**src/rtl/cv32e40x_aes_rng_pkg.sv**
```systemverilog
// cv32e40x_aes_rng_pkg: shared widths, LFSR taps, 44-step LFSR function and FSM states for the AES mask RNG
package cv32e40x_aes_rng_pkg;
  localparam int unsigned LFSR_W = 64;
  localparam int unsigned RNG_WORD_W = 44;
  localparam int unsigned SHARE_W = 8;
  localparam int unsigned RAND_W = 36;
  localparam logic [LFSR_W-1:0] LFSR_TAPS = 64'hD800_0000_0000_0000;
  typedef enum logic [1:0] {UNSEEDED, WARMUP, RUN} rng_state_e;
  function automatic logic [LFSR_W-1:0] lfsr_step44(input logic [LFSR_W-1:0] s);
    logic [LFSR_W-1:0] r;
    r = s;
    for (int i = 0; i < RNG_WORD_W; i++) r = {r[LFSR_W-2:0], ^(r & LFSR_TAPS)};
    return r;
  endfunction
endpackage

```
**src/rtl/cv32e40x_aes_rng_fifo.sv**
```systemverilog
// cv32e40x_aes_rng_fifo: sync FIFO with flush, wrap-around pointers and zero output while empty
module cv32e40x_aes_rng_fifo #(
  parameter int unsigned DEPTH = 2,
  parameter int unsigned W = 44
) (
  input  logic         clk,
  input  logic         reset_n,
  input  logic         flush_i,
  input  logic         push_i,
  input  logic         pop_i,
  input  logic [W-1:0] wdata_i,
  output logic [W-1:0] rdata_o,
  output logic         full_o,
  output logic         empty_o
);
  localparam int unsigned AW = $clog2(DEPTH);
  logic [W-1:0] mem_q [DEPTH];
  logic [AW:0] wptr_q, rptr_q;
  assign empty_o = wptr_q == rptr_q;
  assign full_o = (wptr_q ^ rptr_q) == {1'b1, {AW{1'b0}}};
  assign rdata_o = empty_o ? '0 : mem_q[rptr_q[AW-1:0]];
  always_ff @(posedge clk) begin
    if (!reset_n || flush_i) begin
      wptr_q <= '0;
      rptr_q <= '0;
    end else begin
      if (push_i) wptr_q <= wptr_q + 1'b1;
      if (pop_i) rptr_q <= rptr_q + 1'b1;
    end
  end
  always_ff @(posedge clk) begin
    if (push_i && !flush_i) mem_q[wptr_q[AW-1:0]] <= wdata_i;
  end
endmodule

```
**src/rtl/cv32e40x_aes_mask_rng.sv**
```systemverilog
// cv32e40x_aes_mask_rng: LFSR-based masking randomness source with warm-up, FIFO buffering and reseed request
module cv32e40x_aes_mask_rng
  import cv32e40x_aes_rng_pkg::*;
#(
  parameter int unsigned FIFO_DEPTH = 2,
  parameter int unsigned WARMUP_CYCLES = 16,
  parameter int unsigned RESEED_INTERVAL = 4096
) (
  input  logic                  clk,
  input  logic                  reset_n,
  input  logic                  seed_valid_i,
  input  logic [LFSR_W-1:0]     seed_i,
  input  logic                  rng_ready_i,
  output logic                  rng_valid_o,
  output logic [SHARE_W-1:0]    shareB_o,
  output logic [RAND_W-1:0]     randombits_o,
  output logic                  seeded_o,
  output logic                  reseed_req_o
);
  localparam int unsigned WCW = $clog2(WARMUP_CYCLES + 1);
  localparam int unsigned PCW = $clog2(RESEED_INTERVAL + 1);
  rng_state_e state_q;
  logic [LFSR_W-1:0] lfsr_q, lfsr_d;
  logic [WCW-1:0] warm_q;
  logic [PCW-1:0] pop_cnt_q;
  logic seeded_q, reseed_q, full, empty, pop, push, step;
  logic [RNG_WORD_W-1:0] head;
  assign lfsr_d = lfsr_step44(lfsr_q);
  assign rng_valid_o = !empty;
  assign pop = !empty && rng_ready_i;
  assign push = !seed_valid_i && state_q == RUN && (!full || pop);
  assign step = state_q == WARMUP || push;
  assign shareB_o = head[RNG_WORD_W-1:RAND_W];
  assign randombits_o = head[RAND_W-1:0];
  assign seeded_o = seeded_q;
  assign reseed_req_o = reseed_q;
  cv32e40x_aes_rng_fifo #(.DEPTH(FIFO_DEPTH), .W(RNG_WORD_W)) u_fifo (
    .clk     (clk),
    .reset_n (reset_n),
    .flush_i (seed_valid_i),
    .push_i  (push),
    .pop_i   (pop),
    .wdata_i (lfsr_d[RNG_WORD_W-1:0]),
    .rdata_o (head),
    .full_o  (full),
    .empty_o (empty)
  );
  always_ff @(posedge clk) begin
    if (!reset_n) begin
      state_q <= UNSEEDED;
      lfsr_q <= LFSR_W'(1);
      warm_q <= '0;
      pop_cnt_q <= '0;
      seeded_q <= 1'b0;
      reseed_q <= 1'b0;
    end else if (seed_valid_i) begin
      state_q <= WARMUP;
      lfsr_q <= (seed_i == '0) ? LFSR_W'(1) : seed_i;
      warm_q <= '0;
      pop_cnt_q <= '0;
      seeded_q <= 1'b1;
      reseed_q <= 1'b0;
    end else begin
      if (step) lfsr_q <= lfsr_d;
      if (state_q == WARMUP) begin
        warm_q <= warm_q + 1'b1;
        if (warm_q == WCW'(WARMUP_CYCLES - 1)) state_q <= RUN;
      end
      if (pop && pop_cnt_q != PCW'(RESEED_INTERVAL)) begin
        pop_cnt_q <= pop_cnt_q + 1'b1;
        if (pop_cnt_q == PCW'(RESEED_INTERVAL - 1)) reseed_q <= 1'b1;
      end
    end
  end
endmodule

```
**config.mk**
```make
export PLATFORM = sky130hd
export DESIGN_NAME = cv32e40x_aes_mask_rng
export DESIGN_NICKNAME = d
export VERILOG_FILES = /design/src/rtl/cv32e40x_aes_rng_pkg.sv /design/src/rtl/cv32e40x_aes_rng_fifo.sv /design/src/rtl/cv32e40x_aes_mask_rng.sv
export SDC_FILE = /design/constraint.sdc
export NUM_CORES = 1
export LEC_CHECK = 0
export ABC_AREA = 1
export CAP_MARGIN = 10
export CORE_MARGIN = 8
export CORE_UTILIZATION = 50
export DETAILED_ROUTE_END_ITERATION = 8
export HOLD_SLACK_MARGIN = 0.12
export PLACE_DENSITY = 0.73
export SLEW_MARGIN = 20
export SYNTH_ARGS = -nofsm -noshare
export SYNTH_HDL_FRONTEND = slang
export SYNTH_SLANG_ARGS = --single-unit
```
**constraint.sdc**
```tcl
create_clock -name clk -period 4.9 [get_ports clk]
set_clock_uncertainty 0.2 [all_clocks]
set_input_delay 0.735 -clock clk [delete_from_list [all_inputs] [get_ports clk]]
set_output_delay 0.735 -clock clk [all_outputs]
set_load 0.02 [all_outputs]
```
# After elaboration in Yosys (flattened, before gate mapping)
# Memory sizes are Yosys's and may differ from the RTL's. A register that Yosys moved wholly into a read port is not among the register bits.
# Cells that the tools add are included.
[word_totals]
ramBits = 88
n_memories = 1
register_bits = 90
out_inout_bits = 47
[mem_list]
columns = ["name", "words", "word_bits", "rd", "rd_clocked_by_memory_dff", "wr", "line_no", "rtl"]
rows = [
  ["u_fifo.mem_q", 2, 44, 1, 1, 1, "cv32e40x_aes_rng_fifo.sv:17", "logic [W-1:0] mem_q [DEPTH];"],
]
[classes]
add_sub_neg = 4
n_bitwise = 2
n_mux = 11
n_reduce_logical = 64
eq_ne = 7
[ops]
columns = ["cell", "n"]
rows = [
  ["parity 64 bit", 44],
  ["two-way mux 64 bit", 3],
  ["zero test 64 bit", 1],
  ["two-way mux 44 bit", 1],
  ["adder 13 x 1 -> 13 bit, second input constant", 1],
  ["== test 13 x 12 -> 1 bit, second input constant", 1],
  ["!= test 13 bit, second input constant", 1],
  ["two-way mux 1 bit", 7],
  ["AND reduction 2 bit", 3],
  ["nonzero test 2 bit", 3],
  ["adder 5 x 1 -> 5 bit, second input constant", 1],
  ["== test 5 x 4 -> 1 bit, second input constant", 1],
  ["logical AND 1 bit", 5],
  ["adder 2 x 1 -> 2 bit, second input constant", 2],
  ["== test 2 bit, second input constant", 2],
  ["zero test 1 bit", 4],
  ["logical OR 1 bit", 3],
  ["== test 2 x 1 -> 1 bit, second input constant", 1],
  ["== test 2 bit", 1],
  ["OR reduction 2 bit", 1],
  ["XOR 2 bit", 1],
  ["inverter 1 bit", 1],
]

# Logic depth before layout (Yosys ltp)
# Gate-level depths: netlist of run 1.
[logic_depth]
ltp_word = 8
ltp_mapped = 11

# Modules after synthesis
# Synthesis of run 1 repeated with hierarchy kept, for this count alone.
[unflattened]
hier_cells = 1409
hier_area_um2 = 10324.9
[by_module_without_submodules]
columns = ["module", "n_inst", "cells_each", "area_each_um2"]
rows = [
  ["cv32e40x_aes_mask_rng", 1, 1001, 6092.1],
  ["cv32e40x_aes_rng_fifo", 1, 408, 4232.8],
]

# Least setup slack after synthesis of run 1
# No wires, ideal clock.
[synth_path]
path_kind = "input to register"
start = "input port seed_valid_i"
end = "memory u_fifo.mem_q[1][0], enable pin"
path_stages = 3
arrival_time_ns = 2.952
setup_slack_ns = 1.301
n_path_buf = 0
cell_sequence = "nor3_2 > nand2_4 > nor2_1"
[synth_between]
elab_chain_cells = 6
[synth_lines]
columns = ["element", "line_no", "rtl"]
rows = [
  ["start: declaration", "cv32e40x_aes_mask_rng.sv:11", "input logic seed_valid_i,"],
  ["zero test 1 bit (*)", "cv32e40x_aes_rng_fifo.sv:32, cv32e40x_aes_mask_rng.sv:31", ""],
  ["logical AND 1 bit (2 in a row)", "cv32e40x_aes_mask_rng.sv:31", "assign push = !seed_valid_i && state_q == RUN && (!full || pop);"],
  ["logical AND 1 bit (*)", "cv32e40x_aes_rng_fifo.sv:32", "if (push_i && !flush_i) mem_q[wptr_q[AW-1:0]] <= wdata_i;"],
  ["two-way mux 1 bit (*)", "cv32e40x_aes_rng_fifo.sv:32", ""],
  ["two-way mux 1 bit (implied by the code) (*)", "cv32e40x_aes_rng_fifo.sv:32", ""],
  ["end: declaration", "cv32e40x_aes_rng_fifo.sv:17", ""],
]
# Mark *: on every way between the ends. The rest lies on a longest branch, timed or not.

==> results.md, run 1 <==
Outcome:
- The flow ran to the end, and the final reports show no timing, DRC or antenna violations.

Worst setup path:
- The largest single stage delay on the critical path is roughly 660 ps.
- The arrival time at the worst endpoint is about 2500 ps.
- The setup check on the worst reg-to-reg path leaves a slack of between 1500 and 2000 ps.
- The worst-path cell with the longest stage delay is clkdlybuf4s50_1.
- STA puts the critical path data required time at 3960 ps.
- Walking the worst path, the cells encountered are buf_4 > clkinv_1 > buf_4 > nand2_1 > a21oi_1 > clkdlybuf4s50_1.
- The startpoint class of the critical path is a flip-flop.
- The number of buffers and inverters on the critical path is 4.
- The endpoint kind of the worst setup timing path is an output port.
- Of all nets on the critical path, the largest fanout is 45.
- Counting stages on the worst path, the most repeated cell is buf_4.
- The startpoint-to-endpoint class of the critical path is reg2out.
- The cell class contributing the biggest share of worst-path delay is buffers and inverters.

Power:
- Power spread over the standard cell area amounts to about 360 mW/mm2.
- The leakage power total is between 4 and 5 nW.
- The maximum resistive drop on vdd is between 0.0003 and 0.0004 V.

Logic synthesis:
- The number of warnings reported in the yosys synthesis log is 0.
- The portion of the post-synthesis area used by sequential elements is 0.468.
- By area the synthesized netlist is led by edfxtp_1 (28%), dfxtp_1 (19%), nand2_1 (17%).
- The number of distinct library cells after synthesis is 31.
- Counting every net in the synthesized netlist gives around 1300.
- The synthesized design spends more area on one cell type than any other, namely edfxtp_1.
- The count of state elements after synthesis is 179.
- The cell area that synthesis handed to floorplanning was 0.00953 mm2.
- The area share of the leading cell type in the synthesized netlist is 0.277.
- The synthesized area per cell is 7.50 um2.
- Synthesis produced a netlist whose cell count is about 1300.

Placed design:
- The total placed instance area is 0.0105 mm2.
- At the end of routability-driven placement, the weighted congestion stood at about 0.9.
- The HPWL after detailed placement is between 15000 and 20000 um.
- Port buffering added between 100 and 150 buffers.

Final layout:
- Relative to the synthesized area, the layout overhead comes to 17.4%.
- Of the cells placed in the final design, the portion with a size suffix greater than 1 is 0.0428.
- The final layout net count is ~1400.
- The number of inserted diodes is 0.
- After routing the design area is roughly 0.011 mm2.

Floorplanning:
- The x dimension of the die is 154 um.
- The row count is 50.
- In this run the vertical extent of the chip is ~150 um.
- The die covers between 0.02 and 0.025 mm2.
- The number of top-level design ports is between 100 and 150.
- The initial cell density of the core is 0.510.
- The floorplan step defined a core boundary enclosing around 0.019 mm2.

Routing:
- The detailed router finished its first iteration with between 700 and 800 violations.
- The final wirelength is 24800 um.
- The remaining routing DRC violations is 0.
- The count of nets left with antenna violations once routing finished came out at 0.
- In the routed layout, each cell is associated on average with a via count of about 5.1.
- The total iterations of the first detailed-routing run is 5.
- The routed layout has approximately 8000 vias.
- The average wire length per cell after detail routing is approximately 16 um.

Timing:
- The number of slew-limit violations in the final report is 0.
- Static timing analysis puts the maximum clock frequency at a little under 300 MHz.
- The shortest period the worst path allows is roughly 3400 ps.
- The count of final hold-check violations was 0.
- Setup violations remaining at the end of the flow were counted as 0.
- Of the available clock period, the critical path in the final layout requires 0.703.
- The total negative slack is 0 ps.
- Setup repair after global routing left no endpoint under its margin.
- The transition at the pin with the smallest max-transition slack is roughly 940 ps.
- The worst pin sits at a relative slew slack of 0.374.

Clock tree:
- In this run the post-CTS setup repair buffer count came out at 0.
- The H-tree was split into 4 levels.
- Counting every sink on the clock net gives between 150 and 200.
- The clock tree from TritonCTS is yes.
- The later-pin clock latency in the skew report is between 400 and 500 ps.
- The clock transition time at the flip-flop clock pins of the worst setup and hold paths is ~70 ps.
- The quantity of hold-fixing buffers added after cts is 0.
- The maximum count of clock buffers along a single path is 2.
- Counting the buffers created by CTS gives 17.
- The number of gates resized after cts is 0.
- In this run the clock root is driven by a clkbuf_16.

Global routing:
- The overall track demand over capacity in global routing is 0.205.
- The initial antenna violation count came to 1.
- The pin count of the biggest net entering global routing is 67.
- The via count of the first global-routing pass is roughly 7300.
- The first global-routing pass estimated roughly 38000 um of wire.
- The global-route congestion overflow total is 0.

Run:
- The number of maximum-capacitance constraint violations is 0.

Worst hold path:
- The type of the worst min-delay path is reg2reg.
==> flip-flops by register name, summed over array words and instances, names as in the netlist, named ones only <==
register       count
lfsr_q            64
pop_cnt_q         13
u_fifo.wptr_q      2
seeded_o           1
u_fifo.mem_q      88
warm_q             5
state_q            2
u_fifo.rptr_q      2
reseed_req_o       1
==> path summary, 6_finish.rpt <==
check / end / cells past startpoint / start
worst min-delay path: reseed_req_o / 2 / reseed_req_o
worst max-delay path: randombits_o[6] / 6 / flip-flop
worst min register to register: reseed_req_o / 2 / reseed_req_o
worst max register to register: lfsr_q[37] / 9 / u_fifo.wptr_q[0]
==> cells in the final DEF, fill, tap and decap left out, drive strengths merged, types with 4 or more instances in the layout <==
master / synthesis / routed
clkinv: 2 / 6
buf: 69 / 9
clkbuf: 24 / 18
inv: 61 / 65
dfxtp: 91 / 91
edfxtp: 88 / 88
nand2: 447 / 447
nand3: 11 / 11
a21oi: 61 / 61
xnor2: 50 / 50
nor2: 205 / 205
ha: 4 / 4
o21ai: 99 / 99
clkdlybuf4s50: 0 / 113
xor2: 49 / 49
bufinv: 0 / 5
==> through the flow <==
step / worst slack, ps / total power (W) / hold WS (ps) / cells / util
floorplan: 1300 / 0.00227 / 237 / 1271 / -
detailed placement: 1440 / 0.00250 / 242 / 1534 / 0.563
CTS: 1390 / 0.00400 / 256 / 1566 / 0.598
global placement: 1460 / 0.00248 / 237 / 1534 / 0.563
global route: 1310 / 0.00415 / 300 / 1566 / 0.598
finish: 1460 / 0.00400 / 256 / 1566 / 0.598
==> synthesized netlist by cell type, drive strengths merged <==
| master | number |
|---|---|
| nor2 | 205 |
| clkinv | 2 |
| edfxtp | 88 |
| nor3 | 3 |
| buf | 69 |
| nand4 | 3 |
| a21oi | 61 |
| clkbuf | 24 |
| ha | 4 |
| inv | 61 |
| o21bai | 1 |
| a31oi | 1 |
| nand2 | 447 |
| and2 | 2 |
| o21ai | 99 |
| nand3 | 11 |
| dfxtp | 91 |
| xnor2 | 50 |
| xor2 | 49 |
==> metal layers <==
layer,part of all wire,vias up,track usage
met5,0,-,0
met4,0.024,0,0.0737
met3,0.070,38,0.0420
met2,0.46,269,0.327
met1,0.45,3610,0.272
li1,-,4075,-
==> power breakdown <==
group / internal [W] / switching (W)
clock network: 0.000914 / 0.000602
logic: 0.000249 / 0.000463
registers: 0.00168 / 0.0000908
total: 0.00285 / 0.00116
==> cells by family (layout without fill, tap and decap cells) <==
kind of cell,count (synthesis),count (layout),share of synthesized area
compound gates,162,162,0.0854
buf+inv,156,217,0.0773
fa+ha+maj,4,4,0.00525
flops,179,179,0.468
xor+xnor,99,99,0.0909
simple gates,671,671,0.273
==> cell type report <==
type,instances,area (um2)
Clock buffer,18,429
Clock inverter,14,224
Fill cell,1657,7510
Inverter,63,238
Multi-Input combinational cell,936,4350
Sequential cell,179,4460
Tap cell,234,293
Timing Repair Buffer,122,1200
==> worst min-delay path, stage by stage (launching register included) <==
cell	delay, ps
dfxtp_1	310
inv_1	50
a21oi_1	50
Power figures use the tool's default switching activity.
==> run 2: changes to the inputs <==
==> constraint.sdc (replaced) <==
create_clock -name clk -period 3.54 [get_ports clk]
set_clock_uncertainty 0.2 [all_clocks]
set_input_delay 0.531 -clock clk [delete_from_list [all_inputs] [get_ports clk]]
set_output_delay 0.531 -clock clk [all_outputs]
set_load 0.02 [all_outputs]
==> results.md, run 2 (synthesized netlist as in run 1, its figures left out) <==
Timing:
- In the finished design, the share of the clock period the worst path needs comes to 0.920.
- The count of final hold-check violations is 0.
- The post-layout worst setup margin is 282 ps.
- The highest achievable clock rate is 307 MHz.
- The number of endpoints failing setup at the final stage is 0.
- The transition at the pin with the smallest max-transition slack is between 800 and 900 ps.
- For the final routed database, the setup TNS stands at 0 ps.
- For the finished layout, the period the worst path requires is approximately 3300 ps.
- Setup repair after global routing left no endpoint under its margin.
- The worst-case headroom to the max-slew limit is 0.451.
- The number of slew-limit violations in the final report was 0.

Placed design:
- At the end of routability-driven placement, the weighted congestion stood at between 0.9 and 1.
- During placement, the flow inserted port buffers numbering about 110.
- The worst slack at placement is 688 ps.
- The HPWL after detailed placement is 18200 um.

Floorplanning:
- 115 I/O pins were placed.
- The initial cell density of the core is 0.510.
- The row count is 50.
- The floorplan step set the die width to ~150 um.
- The die footprint is approximately 0.024 mm2.
- The die height is 154 um.
- The core region is roughly 0.019 mm2.

Final layout:
- The register with the most flip-flops in the layout has between 80 and 90 of them.
- The multi-input combinational cell area is ~0.0043 mm2.
- The final layout net count is between 1000 and 1500.
- Of the cells placed in the final design, the portion with a size suffix greater than 1 is 0.0449.
- Leaving out fill and tap cells, the most frequent cell in the layout is nand2_1.
- The number of inserted diodes is 0.
- The area growth from synthesis to layout is 17.1%.
- The area used by sequential logic in the layout is roughly 0.0045 mm2.
- The utilization after layout is 0.597.
- Leaving out fill and tap cells, the most frequent cells in the layout are nand2_1 (441), nor2_1 (200), clkdlybuf4s50_1 (113), dfxtp_1 (91), edfxtp_1 (88).
- The layout has between 1500 and 2000 filler cells.

Routing:
- The final route contains around 8000 vias.
- The final layout contains routed wiring with a total length of about 25000 um.
- In this run, the number of DRC markers left after iteration 0 of detailed routing was 651.
- For this run, design rule violations remaining after detail routing come to 0.
- The remaining number of nets flagged by the antenna check after routing is 0.
- The total iterations of the first detailed-routing run is 5.
- The number of vias per cell is 5.11.
- The average wire length per cell after detail routing is between 15 and 20 um.

Global routing:
- The overall track demand over capacity in global routing is 0.208.
- The via count of the first global-routing pass is around 7500.
- The pin count of the biggest net entering global routing is 91.
- The first global-routing pass estimated between 30000 and 40000 um of wire.
- The initial antenna violation count is 1.
- The global-route congestion overflow total is 0.

Clock tree:
- After clock tree synthesis, the setup repair step added 0 buffers.
- The quantity of hold-fixing buffers added after cts is 0.
- Clock-pin slew was measured on the worst setup and hold paths at about 70 ps.
- The later-pin clock latency in the skew report is roughly 430 ps.
- The maximum count of clock buffers along a single path is 2.
- The number of buffers created by CTS is 17.
- The clock drives about 180 sinks.
- The clock tree from TritonCTS is yes.
- The number of gates resized after cts is 0.
- CTS built an H-tree with a depth of 4.
- The library cell used as clock root buffer is clkbuf_16.

Worst setup path:
- The startpoint-to-endpoint class of the critical path is reg2out.
- The maximum fanout encountered on the critical timing path is 25.
- The startpoint class of the critical path is a flip-flop.
- The worst register-to-register path has a depth of 7.
- Data arrives at the worst endpoint at roughly 2500 ps.
- The endpoint kind of the worst setup timing path is an output port.
- The worst path required time is roughly 2800 ps.
- The reg-to-reg critical path endpoint is u_fifo.mem_q[1][22].
- The worst reg2reg path startpoint is u_fifo.wptr_q[0].
- The worst register-to-register path has a setup slack of 1470 ps.

Run:
- The number of maximum-capacitance constraint violations is 0.

Outcome:
- The flow ran to the end, and the final reports show no timing, DRC or antenna violations.

Power:
- VDD sags by at most about 0.00037 V.
- The analysis attributes to net switching a power of roughly 0.0016 W.
- The share of total power dissipated in the clock network is 0.356.
- The internal portion of the total power is between 0.003 and 0.004 W.
- The leakage power total is 4.62 nW.
- The overall power after layout is around 0.0054 W.
- The fraction of power spent switching nets is 0.301.
- The fraction of power consumed by sequential logic is 0.458.
- The power share of the combinational group is 0.186.
- In this run the power density over the cells is around 480 mW/mm2.

Worst hold path:
- The tightest min-delay check is of the in2reg type.
- The start point of the worst min-delay path is seed_valid_i.
- The cell count of the worst hold path is 3.
- The path with the worst hold slack has its endpoint at seeded_o.
[run 2: per-stage QoR]
step / instance area (um2) / hold slack, ps / cells
after floorplan: 9530 / 237 / 1271
after global placement: 10600 / 236 / 1537
after detailed placement: 10600 / 243 / 1537
after CTS: 11200 / 210 / 1569
after global routing: 11200 / 237 / 1569
final: 11200 / 213 / 1569
[run 2: cell type report]
| class | instances | area share |
|---|---|---|
| Tap cell | 234 | 0.0262 |
| Inverter | 63 | 0.0212 |
| Sequential cell | 179 | 0.400 |
| Clock buffer | 18 | 0.0384 |
| Timing Repair Buffer | 125 | 0.110 |
| Multi-Input combinational cell | 936 | 0.389 |
| Clock inverter | 14 | 0.0147 |
[run 2: metal layers]
layer  part of all wire  GRT usage  vias up
li1                   -          -     4078
met1               0.45      0.280     3649
met2               0.46      0.332      262
met3              0.075     0.0454       25
met4              0.016     0.0555        0
met5                  0          0        -
[run 2: power by group through the flow]
stage / Clock, W / Combinational (W) / Sequential (W)
floorplan: 0 / 0.000737 / 0.00240
global placement: 0 / 0.000955 / 0.00249
detailed placement: 0 / 0.000980 / 0.00250
CTS: 0.00192 / 0.000987 / 0.00245
global route: 0.00202 / 0.00110 / 0.00246
finish: 0.00191 / 0.000997 / 0.00245
[run 2: worst max-delay path, stage by stage (launching register included)]
cell and delay [ps]:
dfxtp_1 330, clkinv_1 600, buf_4 470, nand2_1 80
a21oi_1 60, clkdlybuf4s50_1 560
[run 2: worst max-delay path by stage]
| stage | from | end | slack, ps | cells past startpoint |
|---|---|---|---|---|
| 4_1_cts | flip-flop | randombits_o[27] | 240 | 5 |
| 3_5_place_dp | flip-flop | randombits_o[27] | 690 | 5 |
| 5_1_grt | flip-flop | randombits_o[16] | 110 | 5 |
| 6_report | flip-flop | randombits_o[27] | 280 | 5 |
| 3_3_place_gp | flip-flop | randombits_o[16] | 740 | 5 |
| 2_1_floorplan | seed_valid_i | u_fifo.mem_q[1][0] | 150 | 3 |
